File: src/rtl/layer_composer_pkg.sv
// Shared widths and sprite-depth helpers for the layer composer.
package layer_composer_pkg;

    localparam int Z_HIDDEN      = 0;
    localparam int DEF_LAYERS    = 2;
    localparam int DEF_PIX_W     = 8;
    localparam int DEF_H_W       = 10;
    localparam int DEF_V_W       = 9;
    localparam int DEF_FRAC_W    = 7;
    localparam int DEF_LINE_PIX  = 640;
    localparam int DEF_LINE_ROWS = 480;
    localparam int DEF_ZW        = 3;

    // Sprite depth z sits directly beneath layer z-1; z=N+1 is above all.
    function automatic logic sprite_in_slot(
        input int z,
        input int slot,
        input int num_layers
    );
        return (z != Z_HIDDEN) && (z <= num_layers + 1) && (z == slot + 1);
    endfunction

endpackage

File: src/rtl/composer_priority_mux.sv
// Combinational merge of N layer pixels and one depth-tagged sprite pixel.
module composer_priority_mux
    import layer_composer_pkg::*;
#(
    parameter int NUM_LAYERS = DEF_LAYERS,
    parameter int PIX_W      = DEF_PIX_W,
    parameter int ZW         = DEF_ZW
) (
    input  logic [NUM_LAYERS-1:0]       layer_enable,
    input  logic                        sprites_enabled,
    input  logic [NUM_LAYERS*PIX_W-1:0] layer_data,
    input  logic [PIX_W+ZW-1:0]         sprite_data,
    output logic [PIX_W-1:0]            pixel
);

    logic [ZW-1:0]    sprite_z;
    logic [PIX_W-1:0] sprite_pix;
    logic             sprite_on;

    assign sprite_z   = sprite_data[PIX_W +: ZW];
    assign sprite_pix = sprite_data[PIX_W-1:0];
    assign sprite_on  = sprites_enabled && (sprite_pix != '0);

    // Walk bottom to top; each opaque source overwrites what lies below.
    always_comb begin
        pixel = '0;
        for (int s = 0; s < NUM_LAYERS; s++) begin
            if (sprite_on && sprite_in_slot(int'(sprite_z), s, NUM_LAYERS))
                pixel = sprite_pix;
            if (layer_enable[s] && (layer_data[s*PIX_W +: PIX_W] != '0))
                pixel = layer_data[s*PIX_W +: PIX_W];
        end
        if (sprite_on && sprite_in_slot(int'(sprite_z), NUM_LAYERS, NUM_LAYERS))
            pixel = sprite_pix;
    end

endmodule

File: src/rtl/layer_composer_n.sv
// Display counters, fractional X/Y scaling, render requests and a
// two-stage registered composition of layer and sprite line buffers.
module layer_composer_n
    import layer_composer_pkg::*;
#(
    parameter int NUM_LAYERS = DEF_LAYERS,
    parameter int PIX_W      = DEF_PIX_W,
    parameter int H_W        = DEF_H_W,
    parameter int V_W        = DEF_V_W,
    parameter int FRAC_W     = DEF_FRAC_W,
    parameter int LINE_PIX   = DEF_LINE_PIX,
    parameter int LINE_ROWS  = DEF_LINE_ROWS,
    parameter int ZW         = DEF_ZW
) (
    input  logic                        clk,
    input  logic                        rst,
    input  logic                        interlaced,
    input  logic [7:0]                  frac_x_incr,
    input  logic [7:0]                  frac_y_incr,
    input  logic [PIX_W-1:0]            border_color,
    input  logic [H_W-1:0]              active_hstart,
    input  logic [H_W-1:0]              active_hstop,
    input  logic [V_W-1:0]              active_vstart,
    input  logic [V_W-1:0]              active_vstop,
    input  logic [V_W-1:0]              irqline,
    input  logic [NUM_LAYERS-1:0]       layer_enable,
    input  logic                        sprites_enabled,
    input  logic [NUM_LAYERS*PIX_W-1:0] layer_lb_rddata,
    input  logic [PIX_W+ZW-1:0]         sprite_lb_rddata,
    input  logic                        display_next_frame,
    input  logic                        display_next_line,
    input  logic                        display_next_pixel,
    input  logic                        display_current_field,
    output logic                        current_field,
    output logic                        line_irq,
    output logic [V_W-1:0]              scanline,
    output logic [V_W-1:0]              line_idx,
    output logic                        line_render_start,
    output logic [H_W-1:0]              lb_rdidx,
    output logic                        sprite_lb_erase_start,
    output logic [PIX_W-1:0]            display_data,
    output logic                        display_valid
);

    localparam int SXW = H_W + FRAC_W;
    localparam int SYW = V_W + FRAC_W;

    logic [V_W:0]     y_ctr;
    logic [V_W:0]     y_prev;
    logic [H_W:0]     x_ctr;
    logic [H_W:0]     x_nxt;
    logic [H_W:0]     erase_at;
    logic [H_W-1:0]   x;
    logic [SXW-1:0]   scaled_x;
    logic [SYW-1:0]   scaled_y;
    logic [H_W-1:0]   sx_int;
    logic [V_W-1:0]   sy_int;
    logic [7:0]       x_step;
    logic [8:0]       y_step;
    logic             started;
    logic             line_pend;
    logic             hactive;
    logic             vactive;
    logic             irq_hit;
    logic             active_q;
    logic             strobe_q;
    logic [PIX_W-1:0] mux_pix;

    assign x        = x_ctr[H_W:1];
    assign x_nxt    = x_ctr + {{(H_W-1){1'b0}}, !interlaced, interlaced};
    assign erase_at = {H_W'(LINE_PIX - 1), interlaced};
    assign sx_int   = scaled_x[SXW-1:FRAC_W];
    assign sy_int   = scaled_y[SYW-1:FRAC_W];
    assign lb_rdidx = sx_int;
    assign line_idx = sy_int;
    assign scanline = y_prev[V_W] ? '1 : y_ctr[V_W-1:0];

    // Interlaced fields advance y by two lines, so x scales at half rate.
    assign x_step = interlaced ? {1'b0, frac_x_incr[7:1]} : frac_x_incr;
    assign y_step = interlaced ? {frac_y_incr, 1'b0} : {1'b0, frac_y_incr};

    assign hactive = (active_hstart <= x) && (x < active_hstop);
    assign vactive = ({1'b0, active_vstart} <= y_prev)
                  && (y_prev < {1'b0, active_vstop})
                  && (sy_int < V_W'(LINE_ROWS));

    assign irq_hit = interlaced
                   ? (y_ctr[V_W:1] == {1'b0, irqline[V_W-1:1]})
                   : (y_ctr == {1'b0, irqline});

    composer_priority_mux #(
        .NUM_LAYERS (NUM_LAYERS),
        .PIX_W      (PIX_W),
        .ZW         (ZW)
    ) u_mux (
        .layer_enable    (layer_enable),
        .sprites_enabled (sprites_enabled),
        .layer_data      (layer_lb_rddata),
        .sprite_data     (sprite_lb_rddata),
        .pixel           (mux_pix)
    );

    always_ff @(posedge clk) begin
        if (rst) begin
            y_ctr                 <= '0;
            y_prev                <= '0;
            x_ctr                 <= '0;
            scaled_x              <= '0;
            scaled_y              <= '0;
            started               <= 1'b0;
            line_pend             <= 1'b0;
            current_field         <= 1'b0;
            line_irq              <= 1'b0;
            line_render_start     <= 1'b0;
            sprite_lb_erase_start <= 1'b0;
            active_q              <= 1'b0;
            strobe_q              <= 1'b0;
            display_valid         <= 1'b0;
            display_data          <= '0;
        end else begin
            line_irq              <= display_next_line && irq_hit;
            line_pend             <= display_next_line && !display_next_frame;
            line_render_start     <= 1'b0;
            sprite_lb_erase_start <= display_next_pixel && !display_next_line
                                  && (x_nxt == erase_at);

            if (display_next_frame) begin
                y_ctr         <= {{V_W{1'b0}}, interlaced && !display_current_field};
                current_field <= !display_current_field;
            end else if (display_next_line) begin
                y_ctr  <= y_ctr + {{(V_W-1){1'b0}}, interlaced, !interlaced};
                y_prev <= y_ctr;
            end

            if (display_next_line) begin
                x_ctr    <= '0;
                scaled_x <= '0;
            end else if (display_next_pixel) begin
                x_ctr <= x_nxt;
                if (hactive && (sx_int < H_W'(LINE_PIX)))
                    scaled_x <= scaled_x + SXW'(x_step);
            end

            // Y scaling settles one clock after the line strobe.
            if (line_pend) begin
                if (!started) begin
                    if (y_ctr >= {1'b0, active_vstart}) begin
                        started           <= 1'b1;
                        line_render_start <= 1'b1;
                        scaled_y          <= (interlaced && (current_field ^ active_vstart[0]))
                                           ? SYW'(frac_y_incr) : '0;
                    end
                end else if ((sy_int < V_W'(LINE_ROWS)) && vactive) begin
                    scaled_y          <= scaled_y + SYW'(y_step);
                    line_render_start <= 1'b1;
                end
            end
            if (display_next_frame)
                started <= 1'b0;

            active_q      <= hactive && vactive;
            strobe_q      <= display_next_pixel;
            display_valid <= strobe_q;
            display_data  <= active_q ? mux_pix : border_color;
        end
    end

endmodule

File: config.mk
export PLATFORM = sky130hd
export DESIGN_NAME = layer_composer_n
export DESIGN_NICKNAME = d
export VERILOG_FILES = /design/src/rtl/layer_composer_pkg.sv /design/src/rtl/composer_priority_mux.sv /design/src/rtl/layer_composer_n.sv
export SDC_FILE = /design/constraint.sdc
export NUM_CORES = 1
export LEC_CHECK = 0
export ABC_AREA = 1
export CAP_MARGIN = 20
export CORE_UTILIZATION = 50
export CTS_CLUSTER_SIZE = 30
export DETAILED_ROUTE_END_ITERATION = 12
export GPL_ROUTABILITY_DRIVEN = 0
export GPL_TIMING_DRIVEN = 0
export PLACE_DENSITY = 0.79
export SKIP_LAST_GASP = 1
export SLEW_MARGIN = 10
export SYNTH_ARGS = -nofsm -noshare
export SYNTH_HDL_FRONTEND = slang
export SYNTH_SLANG_ARGS = --single-unit
File: constraint.sdc
create_clock -name clk -period 7.6 [get_ports clk]
set_clock_uncertainty 0.15 [all_clocks]
set_input_delay 1.52 -clock clk [delete_from_list [all_inputs] [get_ports clk]]
set_output_delay 1.52 -clock clk [all_outputs]
set_load 0.02 [all_outputs]
Word-level counts from Yosys, hierarchy flattened
Cells that the tools add are included.
{ "word_totals": {"output_inout_bits": 41, "inputBits": 108, "wordCells": 96, "regBits": 81} }
{ "classes": {"n_addsub": 4, "reduce_logical": 38, "n_lt_le_gt_ge": 8, "n_eq_ne": 7, "n_mux": 20, "n_bitwise": 3} }
{ "ops": {"columns": ["operator", "count"], "rows": [
  ["$mux W8", 8],
  ["$mux W16", 3],
  ["$reduce_bool A8 Y1", 3],
  ["$logic_and A1 B1 Y1", 22],
  ["$mux W9", 2],
  ["$add A17 B8 Y17", 1],
  ["$add A16 B9 Y16", 1],
  ["$add A11 B2 Y11", 1],
  ["$eq A11 B11 Y1", 1],
  ["$add A10 B2 Y10", 1],
  ["$eq A10 B9 Y1", 1],
  ["$ge A10 B9 Y1", 1],
  ["$le A10 B10 Y1", 1],
  ["$le A9 B10 Y1", 1],
  ["$lt A10 B10 Y1", 1],
  ["$lt A10 B10 Y1 const B", 1],
  ["$lt A10 B9 Y1", 1],
  ["$eq A9 B8 Y1", 1],
  ["$lt A9 B9 Y1 const B", 1],
  ["$mux W1", 7],
  ["$eq A3 B3 Y1 const B", 2],
  ["$reduce_or A2 Y1", 3],
  ["$logic_not A1 Y1", 4],
  ["$reduce_and A2 Y1", 2],
  ["other kinds (8)", 10]
]} }

Longest topological paths before layout
Gate-level depths: netlist of run 1.
{ "depth": {"ltp_word": 10, "mapped_depth": 17, "mapped_depth_nobuf": 16} }

Cells and area by module
From an unflattened synthesis of run 1, not the netlist that was laid out.
{ "hier_totals": {"hier_cells": 1097, "area_unflattened_um2": 6947.9} }
{ "by_module_without_submodules": {"columns": ["mod", "cells_per_inst", "area_per_inst_um2", "n_inst", "seq_area_each_um2"], "rows": [
  ["layer_composer_n", 993, 6467.5, 1, 1621.6],
  ["composer_priority_mux", 104, 480.5, 1, 0.0]
]} }

Worst setup path after synthesis of run 1
No wires, ideal clock.
{ "synth_path": {"kind": "input port to flip-flop", "startpoint": "in interlaced", "endpoint": "reg scaled_x[10]", "setup_time_ns": 0.070, "cell_stages": 15, "n_path_buf": 2, "setup_slack_ns": 3.808, "t_arrival_ns": 3.571, "cell_sequence": "clkbuf_1 inv_1 clkbuf_1 nand2_1 nand2_1 ha_1 fa_1 nand3_1 nand2_1 nand2_1 nand3_1 nand3_1 xor2_1 nand2_1 a21oi_1"} }
{ "synth_via": {"elab_chain_len": 2} }
{ "synth_lines": {"columns": ["item", "line_no", "rtl"], "rows": [
  ["start, declared", "layer_composer_n.sv:17", "input logic interlaced,"],
  ["$mux W8", "layer_composer_n.sv:79", "assign x_step = interlaced ? {1'b0, frac_x_incr[7:1]} : frac_x_incr;"],
  ["$add A17 B8 Y17", "layer_composer_n.sv:141", "scaled_x <= scaled_x + SXW'(x_step);"],
  ["end signal, assigned", "layer_composer_n.sv:141", null],
  ["end, declared", "layer_composer_n.sv:54", "logic [SXW-1:0] scaled_x;"]
]} }
No other way between the ends.
A chain may end at the register's enable or synchronous reset.

Final worst setup path of run 1
Same ends and word-level chain as after synthesis.

==> impl_metrics.json, run 1 <==
{
  "status": "finished clean",
  "grt_antenna_before_repair": 0,
  "min_period_ns": 4.86,
  "cts_tree": "yes",
  "slew-limit-headroom_pct": 56.2,
  "final_cells": 1425,
  "rows": 42,
  "fp.dieH_um": 118,
  "tns_ns": 0,
  "maxCapViolations": 0,
  "initialDrtViolationCount": 473,
  "multi_input_area_um2": 4230,
  "grt_pass1_vias": 6715,
  "crit_chain": "clkdlybuf4s50_1 -> clkbuf_1 -> inv_1 -> clkbuf_1 -> nand2_1 -> nand2_1 -> ha_1 -> fa_1 -> nand3_1 -> nand2_1 -> nand2_1 -> nand3_1 -> nand3_1 -> xor2_1 -> nand2_1 -> a21oi_1",
  "cts_root_buf": "clkbuf_16",
  "syn_nets": 1264,
  "rr_worst_depth": 12,
  "drc_errors": 0,
  "yosys.cell_types.count": 40,
  "core_um2": 13200,
  "finalMaxSlewViolations": 0,
  "dieArea_um2": 13900,
  "crit_family": "buffers and inverters",
  "grt-ovfl-total": 0,
  "setup_viol": 0,
  "critical_path.startpoint": "interlaced",
  "cts_buffers": 9,
  "diodes": 0,
  "cts_htree_levels": 3,
  "syn_avg_cell_area_um2": 6.20,
  "path_depth": 16,
  "seq_area_frac_synth_pct": 24.1,
  "ys_ff_latch": 81,
  "leakage_nw": 4.18,
  "cts_resized": 0,
  "final_core_util_pct": 66.2,
  "routed_wl_mm": 18.3,
  "endpoint": "scaled_x[10]",
  "drtPass1Iterations": 5,
  "routed_via_density": 5.09,
  "hold_buffers": 0,
  "vias": 7253,
  "synth-async-reset-ratio_pct": 0,
  "regArea_um2": 1620,
  "io_buffer_count": 148,
  "clkSinkCount": 81,
  "crit_path_end_kind": "flip-flop",
  "start_kind": "input pin",
  "fin_nets": 1423,
  "clkTransAtPathRegs_ns": 0.06,
  "path_common_cell": "nand2_1",
  "timing.fmax_mhz": 206,
  "clk_latency_ns": 0.34,
  "layout_setup_ws_ns": 2.74,
  "finalHoldViolCount": 0,
  "track_usage_pct": 26.7,
  "drive_gt1_share_pct": 4.24,
  "arrival_ns": 4.98,
  "rr_startpoint": "x_ctr[5]",
  "syn_inst": 1086,
  "min_period_over_period_pct": 63.9,
  "boundaryPins": 149,
  "reg2reg_to": "scaled_x[15]",
  "dp_hpwl_mm": 14.7,
  "clock_path_buffers": 2,
  "tightest_slew_ns": 0.657,
  "fillers": 1194,
  "start_util_pct": 51.1,
  "grt_pass1_wl_mm": 30.4,
  "min_path_type": "flip-flop to flip-flop",
  "grt_max_degree": 13,
  "cpPeakStageDelay_ns": 0.70,
  "preCtsSetupSlack_ns": 2.42,
  "rsz0062_at_grt": "no",
  "place_inst": 1410,
  "holdWs_ns": 0.251,
  "crit_fanout": 12,
  "peakVddDrop_mv": 0.0924,
  "ant_nets": 0,
  "cellPowerDensity_nw_per_um2": 130,
  "reg2reg_slack_ns": 5.23,
  "syn_area_um2": 6730,
  "crit_slowest_cell": "clkdlybuf4s50_1",
  "crit_required_ns": 7.72,
  "routedWlPerCell_um": 12.8,
  "crit_type": "input pin to flip-flop",
  "area_delta_synth_final_pct": 29.7,
  "synth_edf_count": 0,
  "cts_setup_buffers": 0,
  "yosys_warnings": 0,
  "synthFlopType": "dfxtp_1",
  "path_buf_inv": 4,
  "die_w_um": 118
}
==> cell type report <==
class	instances	share of cell area [%]
repair buffers	148	17.0
clock inverters	2	0.430
multi-input cells	800	48.5
inverters	163	7.01
well taps	176	2.52
clock buffers	13	2.98
flip-flops and latches	81	18.6
plain buffers	42	3.05
==> power breakdown <==
group | leakage, nW | switching (mW) | internal, mW
clock network | 0.142 | 0.172 | 0.271
registers | 0.659 | 0.00905 | 0.436
logic | 3.38 | 0.129 | 0.115
==> tightest hold or removal path: stages, from the launching register on <==
cell and delay, ns:
dfxtp_1 0.29, inv_1 0.04, nor2_1 0.03
==> cell usage after synthesis (2+ instances only) <==
cell | n | area (um^2)
nand3b_1 | 3 | 22.5
inv_1 | 160 | 601
o22ai_1 | 2 | 12.5
a21boi_0 | 2 | 15.0
nand2_2 | 4 | 25.0
or2_2 | 2 | 12.5
o21ai_0 | 65 | 325
a22o_1 | 2 | 17.5
ha_1 | 66 | 826
nor2_1 | 101 | 379
xnor2_1 | 7 | 61.3
clkbuf_1 | 12 | 45.0
nand3_1 | 56 | 280
nor3_1 | 14 | 70.1
a21oi_1 | 96 | 480
buf_6 | 3 | 33.8
o21a_1 | 3 | 22.5
buf_1 | 2 | 7.51
buf_4 | 22 | 165
dfxtp_1 | 81 | 1620
o2111ai_1 | 2 | 17.5
o21bai_1 | 2 | 15.0
nand2_1 | 323 | 1210
fa_1 | 4 | 80.1
inv_2 | 2 | 7.51
buf_2 | 3 | 15.0
nand4_1 | 16 | 100
xor2_1 | 19 | 166
==> cell usage in the layout, fill, tap and decap left out, types with 2 or more instances in the layout <==
cell and instances:
or2_2 2, ha_1 66, clkbuf_16 9, xnor2_1 7
o21a_1 3, o2111ai_1 2, inv_2 2, nand3b_1 3
dfxtp_1 81, a21oi_1 96, inv_1 160, clkdlybuf4s50_1 148
buf_6 3, a22o_1 2, o21bai_1 2, buf_2 3
nor3_1 14, nand2_2 4, nor2_1 101, clkbuf_8 2
a21boi_0 2, nand3_1 56, nand4_1 16, o21ai_0 65
nand2_1 323, o22ai_1 2, buf_1 2, clkbuf_1 14
fa_1 4, xor2_1 19, buf_4 22
==> flip-flops by register name, summed over array words and instances (netlist names) <==
register	cells
active_q	1
current_field	1
display_data	8
display_valid	1
line_irq	1
line_pend	1
line_render_start	1
scaled_x	17
scaled_y	16
sprite_lb_erase_start	1
started	1
strobe_q	1
x_ctr	11
y_ctr	10
y_prev	10
==> metrics by stage <==
step | power (mW) | area, um^2
2_1_floorplan | 0.583 | 6730
3_3_place_gp | 0.692 | 8440
3_5_place_dp | 0.697 | 8440
4_1_cts | 1.14 | 8730
5_1_grt | 1.19 | 8730
6_report | 1.13 | 8730
==> how the worst min path moves through the flow <==
stage,startpoint,endpoint,slack [ns],cells past startpoint
after floorplan,strobe_q,display_valid,0.24,2
after global placement,strobe_q,display_valid,0.24,2
after detailed placement,strobe_q,display_valid,0.25,2
after CTS,strobe_q,display_valid,0.25,2
after global routing,strobe_q,display_valid,0.28,2
final,strobe_q,display_valid,0.25,2
==> logic make-up after synthesis <==
| group | after synthesis | synth area share (%) |
|---|---|---|
| AND/OR/NAND/NOR | 522 | 31.5 |
| buffers and inverters | 205 | 13.0 |
| AO/OA/AOI/OAI | 182 | 14.5 |
| flip-flops | 81 | 24.1 |
| adder cells (fa/ha/maj) | 70 | 13.5 |
| XOR/XNOR | 26 | 3.38 |
==> layer usage <==
metal,track usage (%),routed length (um),up-vias,part of all wire (%)
met2,46.1,8840,198,48
li1,-,-,3761,-
met1,34.0,8270,3270,45
met3,4.55,864,24,4.7
met5,0,0,-,0
met4,7.21,268,0,1.5
Note: power is estimated with default switching activity, not from simulation.
==> run 2: changes to the inputs <==
Clock period 7.6 ns to 4.7 ns, I/O delays scaled along.
==> results of run 2 <==
The final DEF is identical to that of run 1. Status: finished clean.
Among the figures that moved: setup slack after placement 2.42 ns -> 0.0960 ns; setup slack after layout 2.74 ns -> 0.421 ns; register-to-register setup slack 5.23 ns -> 2.33 ns; total power 1.13 mW -> 1.83 mW; worst IR drop on VDD 0.0924 mV -> 0.149 mV
